--- src/rtl/mean_subtract_pkg.sv ---
// Shared constants for the mean_subtract block: frame geometry, Q1.15 limits,
// FSM state encoding and a small helper for sizing the frame counter.
package mean_pkg;

  // Default frame length (samples per frame, power of two) and sample width.
  localparam int N      = 2048;
  localparam int DATA_W = 16;

  // Q1.15 saturation limits.
  localparam logic [15:0] Q15_MAX = 16'h7FFF;
  localparam logic [15:0] Q15_MIN = 16'h8000;

  // FSM encoding, kept as plain constants so older tools can consume it.
  typedef logic [0:0] state_t;
  localparam state_t WAIT_MEAN = 1'b0;
  localparam state_t RUN       = 1'b1;

  // Width of a counter that indexes 0..n-1. Never returns less than one bit.
  function automatic int cntWidth(input int n);
    return (n > 1) ? $clog2(n) : 1;
  endfunction

endpackage

--- src/rtl/mean_subtract_if.sv ---
// Stream bundle for mean_subtract: mean input stream, sample input stream and
// the mean-removed output stream. The block itself connects through 'slave';
// whoever feeds and drains it uses 'master'.
interface mean_subtract_if
  import mean_pkg::*;
#(
  parameter int DATA_W = mean_pkg::DATA_W
);

  // Mean word stream into the block.
  logic              s_axis_mean_tvalid;
  logic              s_axis_mean_tready;
  logic [DATA_W-1:0] mean_in;

  // Sample stream into the block.
  logic              s_axis_data_tvalid;
  logic              s_axis_data_tready;
  logic [DATA_W-1:0] data_in;

  // Mean-removed sample stream out of the block.
  logic              m_axis_data_tvalid;
  logic              m_axis_data_tready;
  logic [DATA_W-1:0] data_out;
  logic              m_axis_data_tlast;

  modport slave (
    input  s_axis_mean_tvalid,
    input  mean_in,
    input  s_axis_data_tvalid,
    input  data_in,
    input  m_axis_data_tready,
    output s_axis_mean_tready,
    output s_axis_data_tready,
    output m_axis_data_tvalid,
    output data_out,
    output m_axis_data_tlast
  );

  modport master (
    output s_axis_mean_tvalid,
    output mean_in,
    output s_axis_data_tvalid,
    output data_in,
    output m_axis_data_tready,
    input  s_axis_mean_tready,
    input  s_axis_data_tready,
    input  m_axis_data_tvalid,
    input  data_out,
    input  m_axis_data_tlast
  );

endinterface

--- src/rtl/mean_subtract_sat.sv ---
// Combinational saturating subtract a - b for W-bit two's complement
// fixed-point values. The difference is formed one bit wider so overflow can
// be seen, then clamped to the most positive / most negative W-bit value
// (0x7FFF / 0x8000 when W is 16).
module sat_sub_q15
  import mean_pkg::*;
#(
  parameter int W = mean_pkg::DATA_W
) (
  input  logic [W-1:0] a_i,
  input  logic [W-1:0] b_i,
  output logic [W-1:0] diff_o
);

  localparam logic [W-1:0] SAT_MAX = {1'b0, {(W-1){1'b1}}};
  localparam logic [W-1:0] SAT_MIN = {1'b1, {(W-1){1'b0}}};

  logic [W:0] wide;

  // Widen, subtract, and clamp when the top two bits of the result disagree.
  always_comb begin
    wide   = {a_i[W-1], a_i} - {b_i[W-1], b_i};
    diff_o = wide[W-1:0];
    if (wide[W] != wide[W-1]) begin
      diff_o = wide[W] ? SAT_MIN : SAT_MAX;
    end
  end

endmodule

--- src/rtl/mean_subtract.sv ---
// Removes a per-frame mean from a Q1.15 sample stream. After reset the block
// waits for a mean word, then subtracts it (with saturation) from every
// sample, one sample per cycle with one cycle of latency. A mean arriving
// mid-frame is parked in a one-entry pending register and only takes effect
// at the frame boundary, so every frame is processed with a single mean.
module mean_subtract
  import mean_pkg::*;
#(
  parameter int N      = mean_pkg::N,
  parameter int DATA_W = mean_pkg::DATA_W
) (
  input  logic           clk,
  input  logic           rst,
  mean_subtract_if.slave axis
);

  localparam int                CNT_W    = cntWidth(N);
  localparam logic [CNT_W-1:0]  LAST_IDX = CNT_W'(N - 1);

  // Control state.
  state_t             state_q,     state_d;
  logic [CNT_W-1:0]   count_q,     count_d;

  // Mean in use for the current frame and the one queued for the next frame.
  logic [DATA_W-1:0]  meanCur_q,   meanCur_d;
  logic [DATA_W-1:0]  pendMean_q,  pendMean_d;
  logic               pendValid_q, pendValid_d;

  // Output register stage.
  logic [DATA_W-1:0]  dataOut_q,   dataOut_d;
  logic               outValid_q,  outValid_d;
  logic               outLast_q,   outLast_d;

  // Handshake terms.
  logic               meanReady;
  logic               dataReady;
  logic               meanXfer;
  logic               dataXfer;
  logic               frameEnd;
  logic [DATA_W-1:0]  subResult;

  // A mean is always welcome while waiting; in RUN only if the pending slot
  // is free. Samples flow only in RUN and only when the output stage has room.
  assign meanReady = (state_q == WAIT_MEAN) || !pendValid_q;
  assign dataReady = (state_q == RUN) && (!outValid_q || axis.m_axis_data_tready);
  assign meanXfer  = axis.s_axis_mean_tvalid && meanReady;
  assign dataXfer  = axis.s_axis_data_tvalid && dataReady;
  assign frameEnd  = dataXfer && (count_q == LAST_IDX);

  sat_sub_q15 #(
    .W      (DATA_W)
  ) uSatSub (
    .a_i    (axis.data_in),
    .b_i    (meanCur_q),
    .diff_o (subResult)
  );

  // FSM, frame counter and mean bookkeeping.
  always_comb begin
    state_d     = state_q;
    count_d     = count_q;
    meanCur_d   = meanCur_q;
    pendMean_d  = pendMean_q;
    pendValid_d = pendValid_q;

    case (state_q)
      WAIT_MEAN: begin
        if (meanXfer) begin
          meanCur_d   = axis.mean_in;
          count_d     = '0;
          pendValid_d = 1'b0;
          state_d     = RUN;
        end
      end

      RUN: begin
        if (dataXfer) begin
          count_d = count_q + 1'b1;
        end

        // Mean changes land exactly on the frame boundary. The pending slot
        // blocks new means while full, so at most one of the two branches
        // below can have a mean to apply.
        if (frameEnd) begin
          if (pendValid_q) begin
            meanCur_d   = pendMean_q;
            pendValid_d = 1'b0;
          end else if (meanXfer) begin
            meanCur_d = axis.mean_in;
          end
        end else if (meanXfer) begin
          pendMean_d  = axis.mean_in;
          pendValid_d = 1'b1;
        end
      end

      default: begin
        state_d = WAIT_MEAN;
      end
    endcase
  end

  // Output stage: load on accept, hold while stalled, drop valid once drained.
  always_comb begin
    dataOut_d  = dataOut_q;
    outValid_d = outValid_q;
    outLast_d  = outLast_q;

    if (dataXfer) begin
      dataOut_d  = subResult;
      outLast_d  = frameEnd;
      outValid_d = 1'b1;
    end else if (outValid_q && axis.m_axis_data_tready) begin
      outValid_d = 1'b0;
    end
  end

  // State registers; reset throws away any partial frame and pending mean.
  always_ff @(posedge clk or negedge rst) begin
    if (!rst) begin
      state_q     <= WAIT_MEAN;
      count_q     <= '0;
      meanCur_q   <= '0;
      pendMean_q  <= '0;
      pendValid_q <= 1'b0;
      dataOut_q   <= '0;
      outValid_q  <= 1'b0;
      outLast_q   <= 1'b0;
    end else begin
      state_q     <= state_d;
      count_q     <= count_d;
      meanCur_q   <= meanCur_d;
      pendMean_q  <= pendMean_d;
      pendValid_q <= pendValid_d;
      dataOut_q   <= dataOut_d;
      outValid_q  <= outValid_d;
      outLast_q   <= outLast_d;
    end
  end

  assign axis.s_axis_mean_tready = meanReady;
  assign axis.s_axis_data_tready = dataReady;
  assign axis.m_axis_data_tvalid = outValid_q;
  assign axis.data_out           = dataOut_q;
  assign axis.m_axis_data_tlast  = outLast_q;

endmodule

--- src/flat_wrapper.sv ---
// flat-port wrapper written by rule: the top's interface ports become plain ports
module mean_subtract_flat import mean_pkg::*;
#(
  parameter int N      = mean_pkg::N,
  parameter int DATA_W = mean_pkg::DATA_W
)
  (clk, rst, axis_s_axis_mean_tvalid, axis_mean_in, axis_s_axis_data_tvalid, axis_data_in, axis_m_axis_data_tready, axis_s_axis_mean_tready, axis_s_axis_data_tready, axis_m_axis_data_tvalid, axis_data_out, axis_m_axis_data_tlast);
  mean_subtract_if #(.DATA_W(DATA_W)) axis_i ();
  input  logic clk;
  input  logic rst;
  input wire logic [$bits(axis_i.s_axis_mean_tvalid)-1:0] axis_s_axis_mean_tvalid;
  input wire logic [$bits(axis_i.mean_in)-1:0] axis_mean_in;
  input wire logic [$bits(axis_i.s_axis_data_tvalid)-1:0] axis_s_axis_data_tvalid;
  input wire logic [$bits(axis_i.data_in)-1:0] axis_data_in;
  input wire logic [$bits(axis_i.m_axis_data_tready)-1:0] axis_m_axis_data_tready;
  output wire logic [$bits(axis_i.s_axis_mean_tready)-1:0] axis_s_axis_mean_tready;
  output wire logic [$bits(axis_i.s_axis_data_tready)-1:0] axis_s_axis_data_tready;
  output wire logic [$bits(axis_i.m_axis_data_tvalid)-1:0] axis_m_axis_data_tvalid;
  output wire logic [$bits(axis_i.data_out)-1:0] axis_data_out;
  output wire logic [$bits(axis_i.m_axis_data_tlast)-1:0] axis_m_axis_data_tlast;
  assign axis_i.s_axis_mean_tvalid = axis_s_axis_mean_tvalid;
  assign axis_i.mean_in = axis_mean_in;
  assign axis_i.s_axis_data_tvalid = axis_s_axis_data_tvalid;
  assign axis_i.data_in = axis_data_in;
  assign axis_i.m_axis_data_tready = axis_m_axis_data_tready;
  assign axis_s_axis_mean_tready = axis_i.s_axis_mean_tready;
  assign axis_s_axis_data_tready = axis_i.s_axis_data_tready;
  assign axis_m_axis_data_tvalid = axis_i.m_axis_data_tvalid;
  assign axis_data_out = axis_i.data_out;
  assign axis_m_axis_data_tlast = axis_i.m_axis_data_tlast;
  mean_subtract #(.N(N), .DATA_W(DATA_W)) u_core (.clk(clk), .rst(rst), .axis(axis_i));
endmodule
--- config.mk ---
export PLATFORM = sky130hd
export DESIGN_NAME = mean_subtract_flat
export DESIGN_NICKNAME = d
export VERILOG_FILES = /design/src/rtl/mean_subtract_pkg.sv /design/src/rtl/mean_subtract_if.sv /design/src/rtl/mean_subtract_sat.sv /design/src/rtl/mean_subtract.sv /design/src/flat_wrapper.sv
export SDC_FILE = /design/constraint.sdc
export NUM_CORES = 1
export LEC_CHECK = 0
export ABC_AREA = 1
export CAP_MARGIN = 30
export CORE_AREA = 2 2 92 94
export DETAILED_ROUTE_END_ITERATION = 8
export DIE_AREA = 0 0 94 96
export HOLD_SLACK_MARGIN = 0.06
export PLACE_DENSITY_LB_ADDON = 0.3
export SYNTH_ARGS = -nofsm -noshare
export SYNTH_HDL_FRONTEND = slang
export SYNTH_SLANG_ARGS = --single-unit
--- constraint.sdc ---
create_clock -name clk -period 2 [get_ports clk]
set_clock_uncertainty 0.2 [all_clocks]
set_input_delay 0.3 -clock clk [delete_from_list [all_inputs] [get_ports clk]]
set_output_delay 0.3 -clock clk [all_outputs]
set_load 0.03 [all_outputs]
# After elaboration in Yosys (flattened, before gate mapping)
# Cells that the tools add are included.
# totals
ff_bits,63
in_bits,37
out_inout_bits,20
word_cells,48
# op_classes
addsub,2
eq_ne,6
mux,17
bitwise,2
n_reduce_logical,13
# ops
cell,count
16-bit 2-to-1 mux,5
16-bit one-hot mux with 2 select lines,1
11-bit 2-to-1 mux,2
11-bit one-hot mux with 2 select lines,1
16-bit by 16-bit subtractor with 17-bit output,1
11-bit by 1-bit adder with 11-bit output (second input constant),1
11-bit equality test (second input constant),1
1-bit 2-to-1 mux,7
1-bit logical AND,5
2-bit inequality test (second input constant),2
2-bit AND reduction,2
3-bit inequality test (second input constant),1
3-bit AND reduction,1
1-bit zero test,2
1-bit logical OR,2
2-bit by 1-bit inequality test with 1-bit output (second input constant),1
1-bit inverter,2
1-bit one-hot mux with 2 select lines,1
2-bit nonzero test,1
1-bit inequality test,1

# Longest topological paths before layout
# Gate-level depths: netlist of run 1.
# logic_depth
ltp_word,7
depth_mapped,16
mapped_depth_nobuf,15

# Modules after synthesis
# From an unflattened synthesis of run 1, not the netlist that was laid out.
# hier_totals
hier_cells,603
hier_area_um2,4205.3
# by_module_without_submodules
module,n_inst,cells_each,area_each_um2,seq_area_each_um2
mean_subtract,1,396,3045.4,1576.5
sat_sub_q15,1,207,1159.9,0.0

# Worst setup path after synthesis of run 1
# No wires, ideal clock.
# synth_path
path_type,input to register
start,in axis_data_in[0]
end,"reg u_core.dataOut_q[0], in the netlist u_core.axis.data_out[0]"
setup_ps,120
t_arrival_ps,1885
t_required_ps,1680
slack_ps,-205
cell_stages,15
path_buffers,1
path_cell_list,inv_1 ha_1 inv_1 fa_1 nand2_1 nand2_1 nand3_1 nand2_2 nand2_1 nand2_1 nand2_1 nand2_2 a21oi_4 buf_6 a21oi_2
# synth_between
elab_chain_len,3
elab_cells_between_ends,4
cone_classes,1 x add/sub; 1 x eq/ne; 2 x mux
# synth_rtl
element,line_no,text
start: declaration,flat_wrapper.sv:14,input wire logic [$bits(axis_i.data_in)-1:0] axis_data_in;
16-bit by 16-bit subtractor with 17-bit output (*),mean_subtract_sat.sv:22,"wide = {a_i[W-1], a_i} - {b_i[W-1], b_i};"
16-bit 2-to-1 mux or 1-bit inequality test (tied branches),"mean_subtract_sat.sv:25, mean_subtract_sat.sv:24",
16-bit 2-to-1 mux (*),mean_subtract_sat.sv:24,if (wide[W] != wide[W-1]) begin
end signal: assignment,mean_subtract.sv:135,dataOut_q <= dataOut_d;
end: declaration,mean_subtract.sv:30,"logic [DATA_W-1:0] dataOut_q, dataOut_d;"
# Every way passes the cells marked *; elsewhere a longest branch is shown, timed or not.
# A chain may end at the register's enable or synchronous reset.

# Worst setup path in the final report of run 1
# layout_path
start,reg u_core.meanCur_q[10]
end,"reg u_core.dataOut_q[3], in the netlist u_core.axis.data_out[3]"
# layout_between
elab_chain_len,3
elab_cells_between_ends,4
cone_classes,1 x add/sub; 1 x eq/ne; 2 x mux
# layout_rtl
element,line_no,text
start: declaration,mean_subtract.sv:25,"logic [DATA_W-1:0] meanCur_q, meanCur_d;"
start signal: assignment,mean_subtract.sv:132,meanCur_q <= meanCur_d;
16-bit by 16-bit subtractor with 17-bit output (*),mean_subtract_sat.sv:22,
16-bit 2-to-1 mux or 1-bit inequality test (tied branches),"mean_subtract_sat.sv:25, mean_subtract_sat.sv:24",
16-bit 2-to-1 mux (*),mean_subtract_sat.sv:24,
# Marked as above.

==> results of run 1 <==
==> Yosys cell counts, drive strengths merged <==
library cell	count	share of area (%)
nor3	7	1.2
fa	1	0.51
xnor2	1	0.22
a21oi	35	6.0
dfrtp	63	40
clkbuf	2	0.22
nor2	19	2.1
buf	9	1.6
nand2	138	14
inv	99	9.5
o21ai	22	2.9
o22ai	16	2.6
xor2	9	2.0
o21bai	2	0.38
or2	14	2.2
a22oi	17	4.5
nor4	2	0.32
and3	1	0.16
and2	2	0.32
nand4	3	0.48
nand3	19	2.8
ha	17	5.4
==> metrics by stage <==
step | hold slack, ns | utilization [%] | worst slack (ns) | total power, mW | cell area [um^2]
3_5_place_dp | 0.07596 | 63.84 | -0.6525 | 3.371 | 5140
6_report | 0.2431 | 72.25 | -0.2785 | 4.754 | 5817
3_3_place_gp | 0.08140 | 63.84 | -0.5663 | 3.324 | 5140
2_1_floorplan | -0.1956 | - | -0.1130 | 2.761 | 3916
4_1_cts | 0.2364 | 69.43 | -0.2619 | 4.615 | 5590
5_1_grt | 0.2680 | 72.25 | -0.3892 | 5.030 | 5817
==> final timing paths <==
| path | to | from | cells past startpoint | slack, ns |
|---|---|---|---|---|
| worst max-delay path | u_core.axis.data_out[3] | u_core.meanCur_q[10] | 11 | -0.28 |
| max in group asynchronous | u_core.pendMean_q[12] | rst | 3 | 0.83 |
| min in group clk | u_core.pendMean_q[1] | u_core.pendMean_q[1] | 2 | 0.29 |
| worst min-delay path | u_core.count_q[9] | rst | 2 | 0.24 |
| worst max register to register | u_core.axis.data_out[3] | u_core.meanCur_q[10] | 11 | -0.28 |
| worst min register to register | u_core.pendMean_q[1] | u_core.pendMean_q[1] | 2 | 0.29 |
==> power by group through the flow <==
| stage | Clock [mW] | Sequential (mW) | Combinational [mW] |
|---|---|---|---|
| after floorplan | 0 | 1.88 | 0.883 |
| after global placement | 0 | 1.76 | 1.56 |
| after detailed placement | 0 | 1.78 | 1.59 |
| after CTS | 1.19 | 1.76 | 1.66 |
| after global routing | 1.25 | 1.80 | 1.98 |
| final | 1.18 | 1.77 | 1.81 |
==> area by class of cell <==
cell class / count / area, um^2 / area share (%)
Tap cell: 105 / 131.4 / 2.259
Inverter: 99 / 371.6 / 6.388
Timing Repair Buffer: 143 / 1316 / 22.63
Clock buffer: 13 / 168.9 / 2.904
Sequential cell: 63 / 1578 / 27.12
Clock inverter: 3 / 40.04 / 0.6883
Multi-Input combinational cell: 326 / 2211 / 38.01
==> per-layer routing <==
metal	GRT usage, %	share of wire [%]	vias up
met4	11.11	3.5	0
met2	41.79	50	129
li1	-	-	1871
met3	3.837	3.9	39
met5	0	0	-
met1	28.87	43	1786
==> state kept, by name (all words and copies together) (netlist names) <==
signal and flops:
u_core.axis.data_out 16, u_core.meanCur_q 16, u_core.pendMean_q 16, u_core.count_q 11, u_core.axis.m_axis_data_tlast 1, u_core.axis.m_axis_data_tvalid 1, u_core.pendValid_q 1, u_core.state_q 1
==> critical path, delay by kind of cell (launching register included) <==
family / cells / cell delay, ns
and+or+nand+nor: 4 / 0.45
adders and majority gates: 1 / 0.22
DFF: 1 / 0.37
AOI/OAI and AO/OA: 4 / 0.67
buffers and inverters: 2 / 0.25
==> timing repair <==
item / in CTS / in global routing
hold buffers: 1 / 0
gates resized for setup: 30 / 51
cloned: 2 / 2
endpoints found under the hold margin: 25 / 0
pin swaps: 11 / 26
setup buffers: 6 / 6
endpoints found under the setup margin: 17 / 21
==> kinds of logic (layout without fill, tap and decap cells) <==
| family | after synthesis | count (layout) | synth area share [%] |
|---|---|---|---|
| xor gates and xnor gates | 10 | 10 | 2.239 |
| AOI/OAI and AO/OA | 92 | 92 | 16.41 |
| and+or+nand+nor | 205 | 206 | 23.77 |
| buffers and inverters | 110 | 258 | 11.32 |
| DFF | 63 | 63 | 40.31 |
| adders and majority gates | 18 | 18 | 5.950 |
==> results.json, run 1 <==
{
  "fp.dieH_um": 96,
  "grt_pass1_vias": 3672,
  "fin_crit_sh_pct": 113.9,
  "slowest_delay_ns": 0.37,
  "die_area_um2": 9024,
  "setup_viol": 15,
  "power_switching_mw": 1.690,
  "grt_start_max_net_pins": 28,
  "clockBufferDepth": 2,
  "final_cell_mix": "nand2_1, inv_1, buf_4",
  "critPathKind": "flop to flop",
  "cts_buffers": 9,
  "portBuffers": 56,
  "powerDensity_nw_per_um2": 817.2,
  "ys.warnings.count": 0,
  "clock-sinks": 63,
  "htree_levels": 3,
  "clkPwrFrac_pct": 24.7,
  "clk_pin_slew_ns": 0.07,
  "cp_slowest_cell": "dfrtp_1",
  "drc": 0,
  "num_vias": 3825,
  "syn_avg_cell_area_um2": 7.854,
  "stdcell_count": 752,
  "rows": 33,
  "drv_cap": 0,
  "violations": "negative setup slack",
  "root_buffer": "clkbuf_8",
  "power_frac_comb_pct": 38.0,
  "dp_hpwl_mm": 7.191,
  "start_util_pct": 48.58,
  "area_delta_synth_final_pct": 48.72,
  "p_leak_nw": 3.045,
  "grt_pass1_wl_mm": 16.76,
  "status": "finished with violations",
  "crit_required_ns": 2.03,
  "grt_use_total_pct": 23.85,
  "die_w_um": 94,
  "core_um2": 8051,
  "tightestPinTransition_ns": 0.4776,
  "slew_headroom_pct": 68.16,
  "n_antenna_cell": 0,
  "slew_violations": 0,
  "syn_area_um2": 3911,
  "ir_drop_v": 0.0006643,
  "fin_ws_ns": -0.2785,
  "crit_top_cell": "nand2_2",
  "start_kind": "flop",
  "syn_inst": 498,
  "cp-end-kind": "flop",
  "io_pins": 57,
  "initialDrtViolationCount": 166,
  "clk_latency_ns": 0.34,
  "antenna_found_initial": 0,
  "timing.final.hold_violations": 0,
  "final_common_cell": "nand2_1",
  "netSwitchingFraction_pct": 35.56,
  "fin_crit_ns": 2.279,
  "drive_gt1_share_pct": 34.16,
  "final_nets": 697,
  "drt-pass1-iter-count": 6,
  "cp_data_arrival_time_ns": 2.31,
  "gp_congestion": 0.9116,
  "cts_tree": "built",
  "ys_ff_latch": 63,
  "syn_nets": 553,
  "wl_per_cell_um": 14.47,
  "hold_class": "input pin to asynchronous set/reset pin",
  "wirelength_mm": 10.88,
  "crit_chain": "inv_2 -> ha_4 -> a21oi_1 -> nand2_1 -> a21oi_4 -> nand2_2 -> nand2_2 -> nand2_2 -> a21oi_4 -> buf_6 -> a21oi_2",
  "cp_max_fo": 7,
  "rsz0062_at_grt": "yes",
  "pwr-share-seq_pct": 37.2,
  "nFillCells": 619,
  "grt-ovfl-total": 0,
  "place_inst": 721,
  "synth-seq-area-share_pct": 40.31,
  "fmax_ghz": 0.4389,
  "viasPerCell": 5.086,
  "drtAntennaViolNets": 0,
  "yosysUniqueCellTypes": 38,
  "tns_ns": -3.960,
  "p_int_mw": 3.063
}
Power figures use the tool's default switching activity.
==> run 2: changes to the inputs <==
ABC_AREA = not set   (was 1)
CORE_AREA = 2 2 89 91   (was 2 2 92 94)
DIE_AREA = 0 0 91 93   (was 0 0 94 96)
SETUP_SLACK_MARGIN = 0.15   (was not set)
==> run 2 against run 1 <==
The run still ends with negative setup slack left. Register-to-register slack lost 0.41 ns. Combinational power fell by 34%. Worst setup slack got worse by 0.41 ns. Sequential share of layout area up 0.27 points. Hold slack worse by 0.0098 ns. Sequential power decreased by 14%. Cell area fell by 0.97%. Via count down 12%. Non-clock buffer count grew 9. Flip-flop and latch count did not move. Wire length is 10% lower.
==> results.json, run 2 <==
{
  "status": "finished with violations",
  "violations": "negative setup slack",
  "gp_congestion": 0.8277,
  "crit_chain": "ha_4 -> inv_2 -> fa_2 -> a211oi_2 -> o211ai_1 -> a32o_2 -> nor3_4 -> nor2_4 -> maj3_2 -> mux2_4",
  "drive_gt1_share_pct": 41.98,
  "fmax_ghz": 0.3713,
  "start_util_pct": 46.16,
  "stdcell_count": 626,
  "slowest_delay_ns": 0.39,
  "clockBufferDepth": 2,
  "tightestPinTransition_ns": 0.6167,
  "clock-sinks": 63,
  "hold_class": "input pin to flop",
  "grt-ovfl-total": 0,
  "slew_headroom_pct": 58.59,
  "synth_area_leaders": "dfrtp_1, ha_1, a21oi_1",
  "fin_ws_ns": -0.6932,
  "wl_per_cell_um": 15.63,
  "ys_ff_latch": 63,
  "multi_input_area_um2": 2302,
  "syn_inst": 369,
  "portBuffers": 56,
  "cp_slowest_cell": "dfrtp_1",
  "crit_buf_inv": 1,
  "clk_pin_slew_ns": 0.08,
  "powerDensity_nw_per_um2": 683.7,
  "die_area_um2": 8463,
  "antenna_found_initial": 0,
  "drv_cap": 0,
  "drc": 0,
  "synth.most_common_cell": "dfrtp_1",
  "cp-end-kind": "flop",
  "place_inst": 590,
  "final_cell_mix": "buf_4, dfrtp_1, nand2_1, clkdlybuf4s50_1, a21oi_2",
  "synth_common_cells": "dfrtp_1, a21oi_1, nor2_1",
  "htree_levels": 3,
  "clk_latency_ns": 0.36,
  "cts_buffers": 9,
  "ir_drop_v": 0.0006387,
  "grt_use_total_pct": 23.51,
  "initialDrtViolationCount": 99,
  "syn_area_um2": 3475,
  "start_kind": "flop",
  "wl_met2_mm": 5.174,
  "fin_crit_ns": 2.693,
  "final_nets": 574,
  "area_delta_synth_final_pct": 65.79,
  "yosysUniqueCellTypes": 49,
  "synth_edf_count": 0,
  "async_reset_ff_share_pct": 100.0,
  "nFillCells": 504,
  "yosysTopAreaCellShare_pct": 45.37,
  "die_w_um": 91,
  "ys.warnings.count": 0,
  "slew_violations": 0,
  "grt_start_max_net_pins": 64,
  "io_pins": 57,
  "synth-seq-area-share_pct": 45.37,
  "dp_hpwl_mm": 6.554,
  "finish.utilization_pct": 76.53,
  "wirelength_mm": 9.786,
  "n_antenna_cell": 0,
  "fp.dieH_um": 93,
  "fin_crit_sh_pct": 134.7,
  "route.met3.wl_um": 351,
  "whs_ns": 0.2333,
  "drt-pass1-iter-count": 4,
  "grt_pass1_wl_mm": 15.89,
  "cp_data_arrival_time_ns": 2.73,
  "grt_pass1_vias": 3414,
  "root_buffer": "clkbuf_8",
  "syn_avg_cell_area_um2": 9.416,
  "timing.final.hold_violations": 0,
  "crit_required_ns": 2.04,
  "core_um2": 7527,
  "critPathKind": "flop to flop",
  "rsz0062_at_grt": "yes",
  "rows": 32,
  "syn_nets": 424,
  "dr.max_layer_used": "met4",
  "setup_viol": 33,
  "m1WireLength_mm": 4.055,
  "drtAntennaViolNets": 0,
  "dp_slack_ns": -1.074,
  "synth_top_area_cell": "dfrtp_1",
  "final_common_cell": "buf_4",
  "ys.flop_type": "dfrtp_1",
  "viasPerCell": 5.353,
  "num_vias": 3351,
  "p_leak_nw": 2.583,
  "cts_tree": "built",
  "seq_area_um2": 1578,
  "crit_family": "adder cells",
  "cp_max_fo": 3
}
==> run 2: report_power, final <==
group          leakage (nW)  switching [mW]  total [mW]  internal, mW
sequential            0.798          0.0954        1.53          1.43
clock                 0.102           0.511        1.21         0.697
combinational          1.68           0.620        1.20         0.585
total                  2.58            1.23        3.94          2.71
==> run 2: timing repair <==
item / 4_1_cts / 5_1_grt
resized for setup: 110 / 30
cloned: 2 / 1
endpoints found under the hold margin: 63 / 0
hold buffers: 1 / 0
setup buffers: 10 / 6
endpoints found under the setup margin: 69 / 51
pin swaps: 20 / 26
==> run 2: path summary, 6_finish.rpt <==
check / slack [ns] / endpoint / cells past startpoint / from
setup / recovery: -0.69 / u_core.axis.data_out[13] / 10 / u_core.meanCur_q[0]
hold / removal: 0.23 / u_core.axis.m_axis_data_tvalid / 4 / axis_m_axis_data_tready
setup reg to reg: -0.69 / u_core.axis.data_out[13] / 10 / u_core.meanCur_q[0]
hold reg to reg: 0.28 / u_core.axis.data_out[15] / 2 / u_core.axis.data_out[15]
max in group asynchronous: 1.02 / u_core.meanCur_q[14] / 3 / rst
min in group asynchronous: 0.29 / u_core.axis.data_out[3] / 3 / rst
==> run 2: logic make-up after synthesis <==
family,Yosys count,synth area share [%]
AO/OA/AOI/OAI,117,20.53
XOR/XNOR,19,4.789
adder cells (fa/ha/maj),19,7.022
multiplexers,19,6.230
AND/OR/NAND/NOR,94,11.74
flip-flops,63,45.37
buffers and inverters,38,4.321
==> run 2: worst reg2reg max path: stages (launching register included) <==
cell	delay, ns
dfrtp_1	0.39
ha_4	0.15
inv_2	0.03
fa_2	0.35
a211oi_2	0.22
o211ai_1	0.14
a32o_2	0.30
nor3_4	0.16
nor2_4	0.08
maj3_2	0.30
mux2_4	0.25
==> run 2: stage by stage <==
| stage | TNS (ns) | instance area (um^2) | power (mW) |
|---|---|---|---|
| floorplan | -9.172 | 3697 | 2.116 |
| global placement | -29.59 | 4925 | 2.592 |
| detailed placement | -30.55 | 4925 | 2.634 |
| CTS | -10.06 | 5585 | 3.886 |
| global route | -13.78 | 5761 | 4.109 |
| finish | -10.91 | 5761 | 3.939 |
==> run 2: layout make-up <==
| class | count | share of cell area [%] |
|---|---|---|
| multi-input cells | 268 | 39.97 |
| flip-flops and latches | 63 | 27.39 |
| repair buffers | 152 | 25.11 |
| clock buffers | 10 | 2.215 |
| well taps | 102 | 2.215 |
| inverters | 25 | 1.629 |
| clock inverters | 6 | 1.477 |
==> run 2: metal layers <==
metal	track usage, %	up-vias
met5	0	-
met2	42.35	71
met3	4.432	18
met1	27.71	1640
met4	9.470	0
li1	-	1622
==> run 3: changes to the inputs <==
GPL_ROUTABILITY_DRIVEN = 0   (was not set)
REMOVE_ABC_BUFFERS = 1   (was not set)
==> run 3 against run 2 <==
The run still ends with negative setup slack left. First-iteration DRC count rose by 64%. Sequential power about the same. Maximum frequency shrank 3.2%. Core utilization fell by 1.2 points. Hold slack gained 0.036 ns. Count of clock-buffer cells in the layout shrank 1. Global-route usage grew 2.5 points. Non-clock buffer count is 1 higher. Worst setup slack got worse by 0.089 ns. Critical endpoint unchanged.
==> results.json, run 3 (synthesis results as in run 2) <==
{
  "status": "finished with violations",
  "violations": "negative setup slack",
  "grt_start_max_net_pins": 64,
  "timing.final.hold_violations": 0,
  "r2r_end": "u_core.axis.data_out[13]",
  "whs_ns": 0.2696,
  "portBuffers": 56,
  "slew_violations": 0,
  "final_nets": 575,
  "nFillCells": 520,
  "dp_hpwl_mm": 6.261,
  "rsz0062_at_grt": "yes",
  "setup_viol": 49,
  "clk_pin_slew_ns": 0.08,
  "final_cell_mix": "buf_4, dfrtp_1, clkdlybuf4s50_1",
  "grt_use_total_pct": 26.06,
  "cts_buffers": 9,
  "fp.dieH_um": 93,
  "tightestPinTransition_ns": 0.4332,
  "clockBufferDepth": 2,
  "fmax_ghz": 0.3595,
  "start_util_pct": 46.16,
  "slew_headroom_pct": 70.90,
  "clk_latency_ns": 0.36,
  "critPathKind": "flop to flop",
  "grt_pass1_wl_mm": 17.15,
  "powerDensity_nw_per_um2": 720.5,
  "start_kind": "flop",
  "htree_levels": 3,
  "fin_crit_sh_pct": 139.1,
  "hold_class": "input pin to asynchronous set/reset pin",
  "grt_use_met2_pct": 45.99,
  "grt.busiest_layer": "met2",
  "initialDrtViolationCount": 162,
  "ff2ff_setup_slack_ns": -0.78,
  "cp-end-kind": "flop",
  "root_buffer": "clkbuf_8",
  "area_delta_synth_final_pct": 63.16,
  "n_antenna_cell": 0,
  "cts_tree": "built",
  "fin_ws_ns": -0.7820,
  "wl_per_cell_um": 17.61,
  "rows": 32,
  "fin_crit_ns": 2.782,
  "drive_gt1_share_pct": 41.71,
  "clock-sinks": 63,
  "final_common_cell": "buf_4",
  "die_area_um2": 8463,
  "use_met1_pct": 30.04,
  "grt-ovfl-total": 0,
  "viasPerCell": 5.456,
  "antenna_found_initial": 0,
  "ir_drop_v": 0.0005124,
  "die_w_um": 91,
  "wirelength_mm": 11.04,
  "core_um2": 7527,
  "crit_required_ns": 2.04,
  "grtUsageMet3_pct": 5.641,
  "io_pins": 57,
  "grt_pass1_vias": 3551,
  "num_vias": 3421,
  "dp_slack_ns": -1.229,
  "drt-pass1-iter-count": 5,
  "cp_data_arrival_time_ns": 2.82,
  "cp_max_fo": 3,
  "drc": 0,
  "drv_cap": 0,
  "drtAntennaViolNets": 0,
  "reg2reg_depth": 9,
  "p_leak_nw": 2.572,
  "r2r-start": "u_core.meanCur_q[5]"
}
==> run 3: per-layer routing <==
| layer | up-vias | wire length (um) | share of wire (%) |
|---|---|---|---|
| met4 | 0 | 311 | 2.8 |
| met1 | 1698 | 4458 | 40 |
| li1 | 1612 | - | - |
| met5 | - | 0 | 0 |
| met3 | 27 | 431 | 3.9 |
| met2 | 84 | 5842 | 53 |
==> run 3: stage by stage <==
step | std cells | area [um^2] | power [mW] | util (%) | TNS (ns)
3_5_place_dp | 587 | 4682 | 2.550 | 62.20 | -34.68
6_report | 627 | 5669 | 4.084 | 75.32 | -15.88
4_1_cts | 617 | 5488 | 3.995 | 72.91 | -11.87
5_1_grt | 627 | 5669 | 4.263 | 75.32 | -18.03
3_3_place_gp | 587 | 4682 | 2.507 | 62.20 | -32.51
2_1_floorplan | 356 | 3418 | 2.042 | - | -36.06
==> run 3: what timing repair did <==
item | CTS | global route
setup buffers | 9 | 10
resized for setup | 158 | 30
hold buffers | 1 | 0
cloned | 4 | 0
endpoints found under the setup margin | 70 | 54
pin swaps | 26 | 10
endpoints found under the hold margin | 63 | 0
==> run 3: how the worst max path moves through the flow <==
stage / endpoint / startpoint / slack [ns]
3_5_place_dp: u_core.axis.data_out[12] / axis_data_in[0] / -1.23
3_3_place_gp: u_core.axis.data_out[13] / axis_data_in[0] / -1.14
5_1_grt: u_core.axis.data_out[13] / u_core.meanCur_q[5] / -0.87
2_1_floorplan: u_core.axis.data_out[13] / axis_data_in[0] / -0.87
4_1_cts: u_core.axis.data_out[13] / u_core.meanCur_q[0] / -0.69
6_report: u_core.axis.data_out[13] / u_core.meanCur_q[5] / -0.78
==> run 3: cell type report <==
class                      instances  area [um^2]  area share (%)
clock buffer                       9        123.9           2.185
clock inverter                     7        120.1           2.119
inverter                          25        93.84           1.655
multi-input combinational        268         2222           39.20
sequential                        63         1577           27.81
tap                              102        127.6           2.251
timing repair buffer             153         1405           24.78
==> run 3: power breakdown <==
part	switching [mW]	internal (mW)	leakage (nW)	total, mW
registers	0.105	1.43	0.799	1.53
clock network	0.544	0.831	0.120	1.37
logic	0.610	0.565	1.65	1.18
total	1.26	2.83	2.57	4.08
==> run 3: critical path, cell delays in order (launching register included) <==
cell	delay (ns)
dfrtp_1	0.37
inv_1	0.06
ha_1	0.28
nor3_1	0.40
nor3_2	0.14
or2_2	0.29
o211a_1	0.13
a211o_1	0.23
maj3_2	0.30
mux2_4	0.26
